## src/rtl/uart_irq_servicer.sv

```systemverilog
// Bus master that programs the UART IER, services nIRQ (ISR read, event handshake, clear write).
// Optional per-source statistics counters are built when UART_IRQ_STATS_EN is defined.
module uart_irq_servicer #(
    parameter logic [3:0]  IER_INIT    = 4'b1111,
    parameter logic [3:0]  ADDR_IER    = 4'b0101,
    parameter logic [3:0]  ADDR_ISR    = 4'b0110,
    parameter int unsigned HOLDOFF_CYC = 2
) (
    input  logic        DSP_CLK,
    input  logic        RESETn,
    input  logic        nIRQ,
    output logic        M_CEn,
    output logic        M_WEn,
    output logic [3:0]  M_ADDR,
    output logic [31:0] M_WDATA,
    input  logic [31:0] M_RDATA,
    input  logic [3:0]  CFG_IER,
    input  logic        CFG_WR,
    output logic        EVT_VALID,
    output logic [3:0]  EVT_ISR,
    input  logic        EVT_READY,
    output logic        BUSY
`ifdef UART_IRQ_STATS_EN
    ,
    input  logic        STAT_CLR,
    output logic [79:0] STAT_CNT
`endif
);

    typedef enum logic [2:0] {
        INIT_WR, WAIT_IRQ, CFG_WR_ST, RD_ISR, RD_WAIT, EVT, CLR_WR, HOLDOFF
    } state_t;

    localparam logic [3:0] HOLD_LOAD = 4'(HOLDOFF_CYC - 1);

    state_t     state;
    logic       cfg_pend;
    logic [3:0] cfg_val;
    logic [3:0] hold_cnt;
    logic [3:0] rd_nib;
    logic       unused_rdata;

    assign rd_nib       = M_RDATA[3:0];
    assign unused_rdata = ^M_RDATA[31:4];

    // Bus outputs for a state are registered on the edge that enters it, so a read
    // issued on entry to RD_ISR returns data during RD_WAIT. INIT_WR is the exception:
    // reset forces the bus idle, so its write is launched on the edge that leaves it.
    always_ff @(posedge DSP_CLK or negedge RESETn) begin
        if (!RESETn) begin
            state     <= INIT_WR;
            M_CEn     <= 1'b1;
            M_WEn     <= 1'b1;
            M_ADDR    <= '0;
            M_WDATA   <= '0;
            EVT_VALID <= 1'b0;
            EVT_ISR   <= '0;
            BUSY      <= 1'b1;
            cfg_pend  <= 1'b0;
            cfg_val   <= '0;
            hold_cnt  <= '0;
        end else begin
            // NOTE: the idle bus is the default every cycle; later non-blocking writes in
            // this block override it, so each bus cycle lasts exactly one clock.
            M_CEn   <= 1'b1;
            M_WEn   <= 1'b1;
            M_ADDR  <= '0;
            M_WDATA <= '0;

            if (CFG_WR) begin
                cfg_pend <= 1'b1;
                cfg_val  <= CFG_IER;
            end

            case (state)
                INIT_WR: begin
                    M_CEn   <= 1'b0;
                    M_WEn   <= 1'b0;
                    M_ADDR  <= ADDR_IER;
                    M_WDATA <= {28'd0, IER_INIT};
                    BUSY    <= 1'b0;
                    state   <= WAIT_IRQ;
                end
                WAIT_IRQ: begin
                    if (cfg_pend) begin
                        M_CEn   <= 1'b0;
                        M_WEn   <= 1'b0;
                        M_ADDR  <= ADDR_IER;
                        M_WDATA <= {28'd0, cfg_val};
                        // A fresh request in this same cycle keeps the flag for another pass.
                        if (!CFG_WR) cfg_pend <= 1'b0;
                        BUSY    <= 1'b1;
                        state   <= CFG_WR_ST;
                    end else if (!nIRQ) begin
                        M_CEn  <= 1'b0;
                        M_ADDR <= ADDR_ISR;
                        BUSY   <= 1'b1;
                        state  <= RD_ISR;
                    end
                end
                CFG_WR_ST: begin
                    BUSY  <= 1'b0;
                    state <= WAIT_IRQ;
                end
                RD_ISR: state <= RD_WAIT;
                RD_WAIT: begin
                    EVT_ISR <= rd_nib;
                    if (rd_nib != 4'd0) begin
                        EVT_VALID <= 1'b1;
                        state     <= EVT;
                    end else begin
                        // Spurious interrupt: a zero clear write still releases nIRQ.
                        M_CEn  <= 1'b0;
                        M_WEn  <= 1'b0;
                        M_ADDR <= ADDR_ISR;
                        state  <= CLR_WR;
                    end
                end
                EVT: begin
                    if (EVT_READY) begin
                        EVT_VALID <= 1'b0;
                        M_CEn     <= 1'b0;
                        M_WEn     <= 1'b0;
                        M_ADDR    <= ADDR_ISR;
                        M_WDATA   <= {28'd0, EVT_ISR};
                        state     <= CLR_WR;
                    end
                end
                CLR_WR: begin
                    hold_cnt <= HOLD_LOAD;
                    state    <= HOLDOFF;
                end
                HOLDOFF: begin
                    if (hold_cnt == 4'd0) begin
                        BUSY  <= 1'b0;
                        state <= WAIT_IRQ;
                    end else begin
                        hold_cnt <= hold_cnt - 4'd1;
                    end
                end
                default: state <= INIT_WR;
            endcase
        end
    end

`ifdef UART_IRQ_STATS_EN
    // Counter order {spurious, tx, rx, timeout, err}; index 4 counts zero reads.
    logic [4:0][15:0] stat_q;
    logic [4:0]       stat_hit;

    assign stat_hit = {rd_nib == 4'd0, rd_nib};
    assign STAT_CNT = stat_q;

    always_ff @(posedge DSP_CLK or negedge RESETn) begin
        if (!RESETn) begin
            stat_q <= '0;
        end else if (STAT_CLR) begin
            stat_q <= '0;
        end else if (state == RD_WAIT) begin
            for (int i = 0; i < 5; i++) begin
                if (stat_hit[i] && stat_q[i] != 16'hFFFF) stat_q[i] <= stat_q[i] + 16'd1;
            end
        end
    end
`endif

endmodule
```

## config.mk

```make
export PLATFORM = sky130hd
export DESIGN_NAME = uart_irq_servicer
export DESIGN_NICKNAME = d
export VERILOG_FILES = /design/src/rtl/uart_irq_servicer.sv
export SDC_FILE = /design/constraint.sdc
export NUM_CORES = 1
export LEC_CHECK = 0
export BUFFER_PORTS_ARGS = -buffer_cell sky130_fd_sc_hd__buf_2
export CELL_PAD_IN_SITES_DETAIL_PLACEMENT = 1
export CELL_PAD_IN_SITES_GLOBAL_PLACEMENT = 2
export CORE_MARGIN = 2
export CORE_UTILIZATION = 26
export CTS_CLUSTER_DIAMETER = 150
export DETAILED_ROUTE_END_ITERATION = 16
export GPL_TIMING_DRIVEN = 0
export PLACE_DENSITY_LB_ADDON = 0.1
export SYNTH_ARGS = -nofsm -noshare
export SYNTH_HDL_FRONTEND = slang
export SYNTH_SLANG_ARGS = --single-unit
```

## constraint.sdc

```tcl
create_clock -name DSP_CLK -period 4.1 [get_ports DSP_CLK]
set_input_delay 0.82 -clock DSP_CLK [delete_from_list [all_inputs] [get_ports DSP_CLK]]
set_output_delay 0.82 -clock DSP_CLK [all_outputs]
set_load 0.05 [all_outputs]
```

Word-level counts from Yosys, hierarchy flattened --
Cells that the tools add are included.
Storage, ports and cells: register bits after elaboration 56, input port bits 41, output and inout port bits 44, word-level logic and storage cells 69
Operators by class: add/subtract/negate cells 1, eq/ne operators 12, multiplexer cells 34, reductions and logical operators 11
Operators with widths (number):
- 3-bit two-way mux | 8
- 3-bit case mux with 7 select lines | 1
- 1-bit two-way mux | 14
- 3-bit == test (second input constant) | 4
- 4-bit two-way mux | 3
- 3-bit case mux with 4 select lines | 1
- 4-bit case mux with 3 select lines | 1
- 3-bit AND reduction | 3
- 2-bit != test (second input constant) | 4
- 1-bit case mux with 4 select lines | 2
- 4-bit case mux with 2 select lines | 1
- 3-bit by 2-bit == test with 1-bit output (second input constant) | 2
- 4-bit logical NOT | 1
- 2-bit nonzero test | 2
- 4-bit nonzero test | 1
- 4-bit by 1-bit subtractor with 4-bit output (second input constant) | 1
- 3-bit by 1-bit == test with 1-bit output (second input constant) | 1
- 3-bit logical NOT | 1
- 3-bit != test (second input constant) | 1
- 1-bit case mux with 3 select lines | 1
- 3-bit nonzero test | 1
- 2-bit two-way mux | 1
- 1-bit case mux with 2 select lines | 1
- 2-bit AND reduction | 1
- 2-bit OR reduction | 1

Longest topological paths before layout --
word-level depth 4, gate-level depth with buffers 5

Worst setup path after synthesis --
No wires, ideal clock.
kind input -> register, from input port M_RDATA[1], to register state[1], setup time 0.067 ns, arrival 1.694 ns, data required time 4.033 ns, slack 2.339 ns, stages 3, buffers on the path 0, cells stage by stage or4_4 -> o22ai_1 -> a32o_1
Between the ends: word-level cells in the longest chain between the ends 3
RTL lines:
- start: declaration | line 16 | input logic [31:0] M_RDATA,
- 4-bit nonzero test | line 108 | if (rd_nib != 4'd0) begin
- 2-bit two-way mux | line 108
- 3-bit case mux with 7 select lines | line 75 | case (state)
- end signal: assignment | line 82 | state <= WAIT_IRQ;
- end signal: assignment | line 110 | state <= EVT;
- end signal: assignment | line 116 | state <= CLR_WR;
- end: declaration | line 36 | state_t state;
Every way passes these cells. A chain may end at the register's enable or synchronous reset.

Worst setup path in the final report --
from register BUSY, to output port BUSY
RTL lines:
- start: declaration | line 22 | output logic BUSY
- start signal: assignment | line 58 | BUSY <= 1'b1;
- start signal: assignment | line 81 | BUSY <= 1'b0;
- start signal: assignment | line 92 | BUSY <= 1'b1;
No word-level cell between the ends.

==> flow_metrics.tcl <==
set metrics [dict create \
    status "finished, final reports clean" \
    cts_sinks 27 \
    num_vias 1090 \
    dieArea_sq_um 6201 \
    hp-class "flop to flop" \
    startpoint "BUSY" \
    fin_tns_setup_ps 0 \
    avgRoutedWirePerCell_microns 12.09 \
    endpoint_kind "primary output" \
    drive_gt1_frac 0.4133 \
    grt_overflow 0 \
    synth_edf_count 0 \
    cp_cell_sequence "buf_2" \
    setup_slack_ps 2202 \
    htreeDepth 1 \
    post-place-ws_ps 2152 \
    path_clk_slew_ps 90 \
    crit_path_top_delay_cell "dfstp_2" \
    critical_path_class "flop to primary output" \
    drv_slew 0 \
    gp_congestion 0.7450 \
    power_density_nw_per_um2 754.5 \
    critPathLaunchType "flop" \
    ctsResizeCount 0 \
    first_pass_iters 4 \
    post_cts_buffers 0 \
    hold_buffers 0 \
    clockBufferDepth 2 \
    initialDrtViolationCount 24 \
    start_util 0.2671 \
    timing.rr.start "hold_cnt[0]" \
    dp_hpwl_microns 2573 \
    cpLargestDelayFamily "flip-flops" \
    drc 0 \
    async_flop_share 1.000 \
    synth.area.top_cells "dfrtp_1 (41%), buf_4 (15%), mux2_2 (6.2%)" \
    core-area_sq_um 5439 \
    drv_cap 0 \
    pin_count 85 \
    num_rows 27 \
    syn_to_final_growth_pct 25.93 \
    yosys-top-cells-count "buf_4 (29), dfrtp_1 (24), o21ai_0 (9)" \
    p_leak_uw 0.0009317 \
    cpPeakStageDelay_ps 550 \
    p_sw_frac 0.5018 \
    clkPwrFrac 0.109 \
    yosysSeqAreaShare 0.4677 \
    yosysTopAreaCellShare 0.4134 \
    ir_worst_vdd_v 0.0003162 \
    nNetsFinal 239 \
    synth.distinct_cells 39 \
    critPathMaxFanout 3 \
    p_seq_frac 0.330 \
    grt_antenna_before_repair 0 \
    tightest_slew_ps 608.8 \
    hold_viol 0 \
    rsz0062_at_grt "false" \
    period_needed_ps 1898 \
    io_buffers 27 \
    syn_inst 137 \
    fin_skew_ps 3.686 \
    cts_tree "yes" \
    grt_pass1_wl_microns 5568 \
    worst_ep_arrival_time_ps 1080 \
    comb_power_share 0.561 \
    netlist_area_sq_um 1453 \
    yosysWarnings 0 \
    grt_max_degree 28 \
    grt_pass1_vias 1143 \
    cts_root_buffer "clkbuf_8" \
    avgViaCountPerCell 4.067 \
    avgSynthCellArea_sq_um 10.60 \
    postRouteAntennaNets 0 \
    path_buf_inv 1 \
    required_ps 3280 \
    die_w_microns 78.75 \
    clock_latency_ps 270 \
    achievable-frequency_ghz 0.5268 \
    hp-start "cfg_val[2]" \
    synth-seq-cells 27 \
    yosysMostFrequentCell "buf_4" \
    finalCritPeriodShare 0.4630 \
    cts_buffers 3 \
    synth_ff_type "dfrtp_1" \
    p_int_uw 687.6 \
    drt_wl_total_microns 3240 \
    n_antenna_cell 0 \
    yosysTopAreaCell "dfrtp_1" \
    p_sw_uw 692.5 \
    groute.usage.overall 0.1133 \
    relSlewSlack 0.5941 \
    chipHeight_microns 78.75 \
    final-setup-viol-count 0 \
]
-- power by group through the flow --
| stage | combinational (uW) | sequential [uW] | clock [uW] |
|---|---|---|---|
| floorplan | 370 | 695 | 0 |
| global placement | 776 | 461 | 0 |
| detailed placement | 781 | 465 | 0 |
| CTS | 784 | 460 | 159 |
| global route | 841 | 474 | 168 |
| finish | 775 | 456 | 150 |
-- cell usage in the layout (no fill, tap or decap), types with 2 or more instances in the layout --
master	Yosys	routed
clkbuf_8	0	3
mux2_2	8	8
nor2_1	2	2
nand2_1	7	7
conb_1	1	29
o21ai_0	9	9
a21oi_1	3	3
buf_4	29	29
nand2b_1	3	3
o22ai_1	2	2
a221o_1	4	4
nor3b_1	3	3
dfstp_2	3	3
a22o_1	2	2
buf_2	3	30
nor2b_1	4	4
nor3b_2	2	2
dfrtp_1	24	24
inv_1	5	5
nor3_1	3	3
-- worst paths after layout --
| kind | end | slack, ps | depth (start not counted) |
|---|---|---|---|
| setup / recovery | BUSY | 2200 | 1 |
| setup reg to reg | state[1] | 2600 | 5 |
| hold reg to reg | M_WDATA[2] | 510 | 1 |
| min in group asynchronous | hold_cnt[1] | 550 | 1 |
| hold / removal | M_WDATA[2] | 510 | 1 |
| max in group asynchronous | M_ADDR[2] | 3150 | 1 |
-- worst register-to-register path, cell delays in order, from the launching register on --
cell,delay (ps)
dfrtp_1,410
inv_1,80
ha_1,190
nor3b_2,300
o21ai_0,190
a32o_1,220
-- layout make-up --
class                           instances  area (sq um)
Multi-Input combinational cell         99         618.1
Buffer                                 34         241.5
Clock inverter                          1         5.005
Inverter                                5         18.77
Clock buffer                            3         41.29
Tap cell                               72         90.09
Fill cell                             647          3610
Sequential cell                        27         679.4
Timing Repair Buffer                   27         135.1
-- routing by layer --
| metal | wire [microns] | track usage |
|---|---|---|
| met2 | 1707 | 0.1983 |
| met4 | 13 | 0.03158 |
| met5 | 0 | 0 |
| met1 | 1352 | 0.1403 |
| met3 | 167 | 0.02500 |
-- registers in the layout, summed over array words and instances, names as in the netlist --
register and flops:
M_ADDR 3, EVT_VALID 1, M_CEn 1, hold_cnt 4, state 3, BUSY 1, M_WDATA 4, M_WEn 1
cfg_val 4, EVT_ISR 4, cfg_pend 1
-- cells by family (layout without fill, tap and decap cells) --
logic type | count (synthesis) | in the layout | share of synthesized area
buf+inv | 39 | 70 | 0.1791
simple gates | 32 | 32 | 0.1370
compound gates | 27 | 27 | 0.1301
flops | 27 | 27 | 0.4677
mux | 9 | 9 | 0.06891
fa+ha+maj | 1 | 1 | 0.008612
other cells | 1 | 29 | 0.002582
xor+xnor | 1 | 1 | 0.006030
-- metrics by stage --
| step | cell area [sq um] | total power (uW) | cells | hold WS, ps | util |
|---|---|---|---|---|---|
| detailed placement | 1783 | 1246 | 264 | 500.7 | 0.3278 |
| CTS | 1829 | 1403 | 268 | 523.2 | 0.3363 |
| global route | 1829 | 1483 | 268 | 548.2 | 0.3363 |
| global placement | 1783 | 1237 | 264 | 486.7 | 0.3278 |
| finish | 1829 | 1380 | 268 | 514.2 | 0.3363 |
| floorplan | 1558 | 1066 | 165 | 475.6 | - |
(Power assumes the default switching activity.)
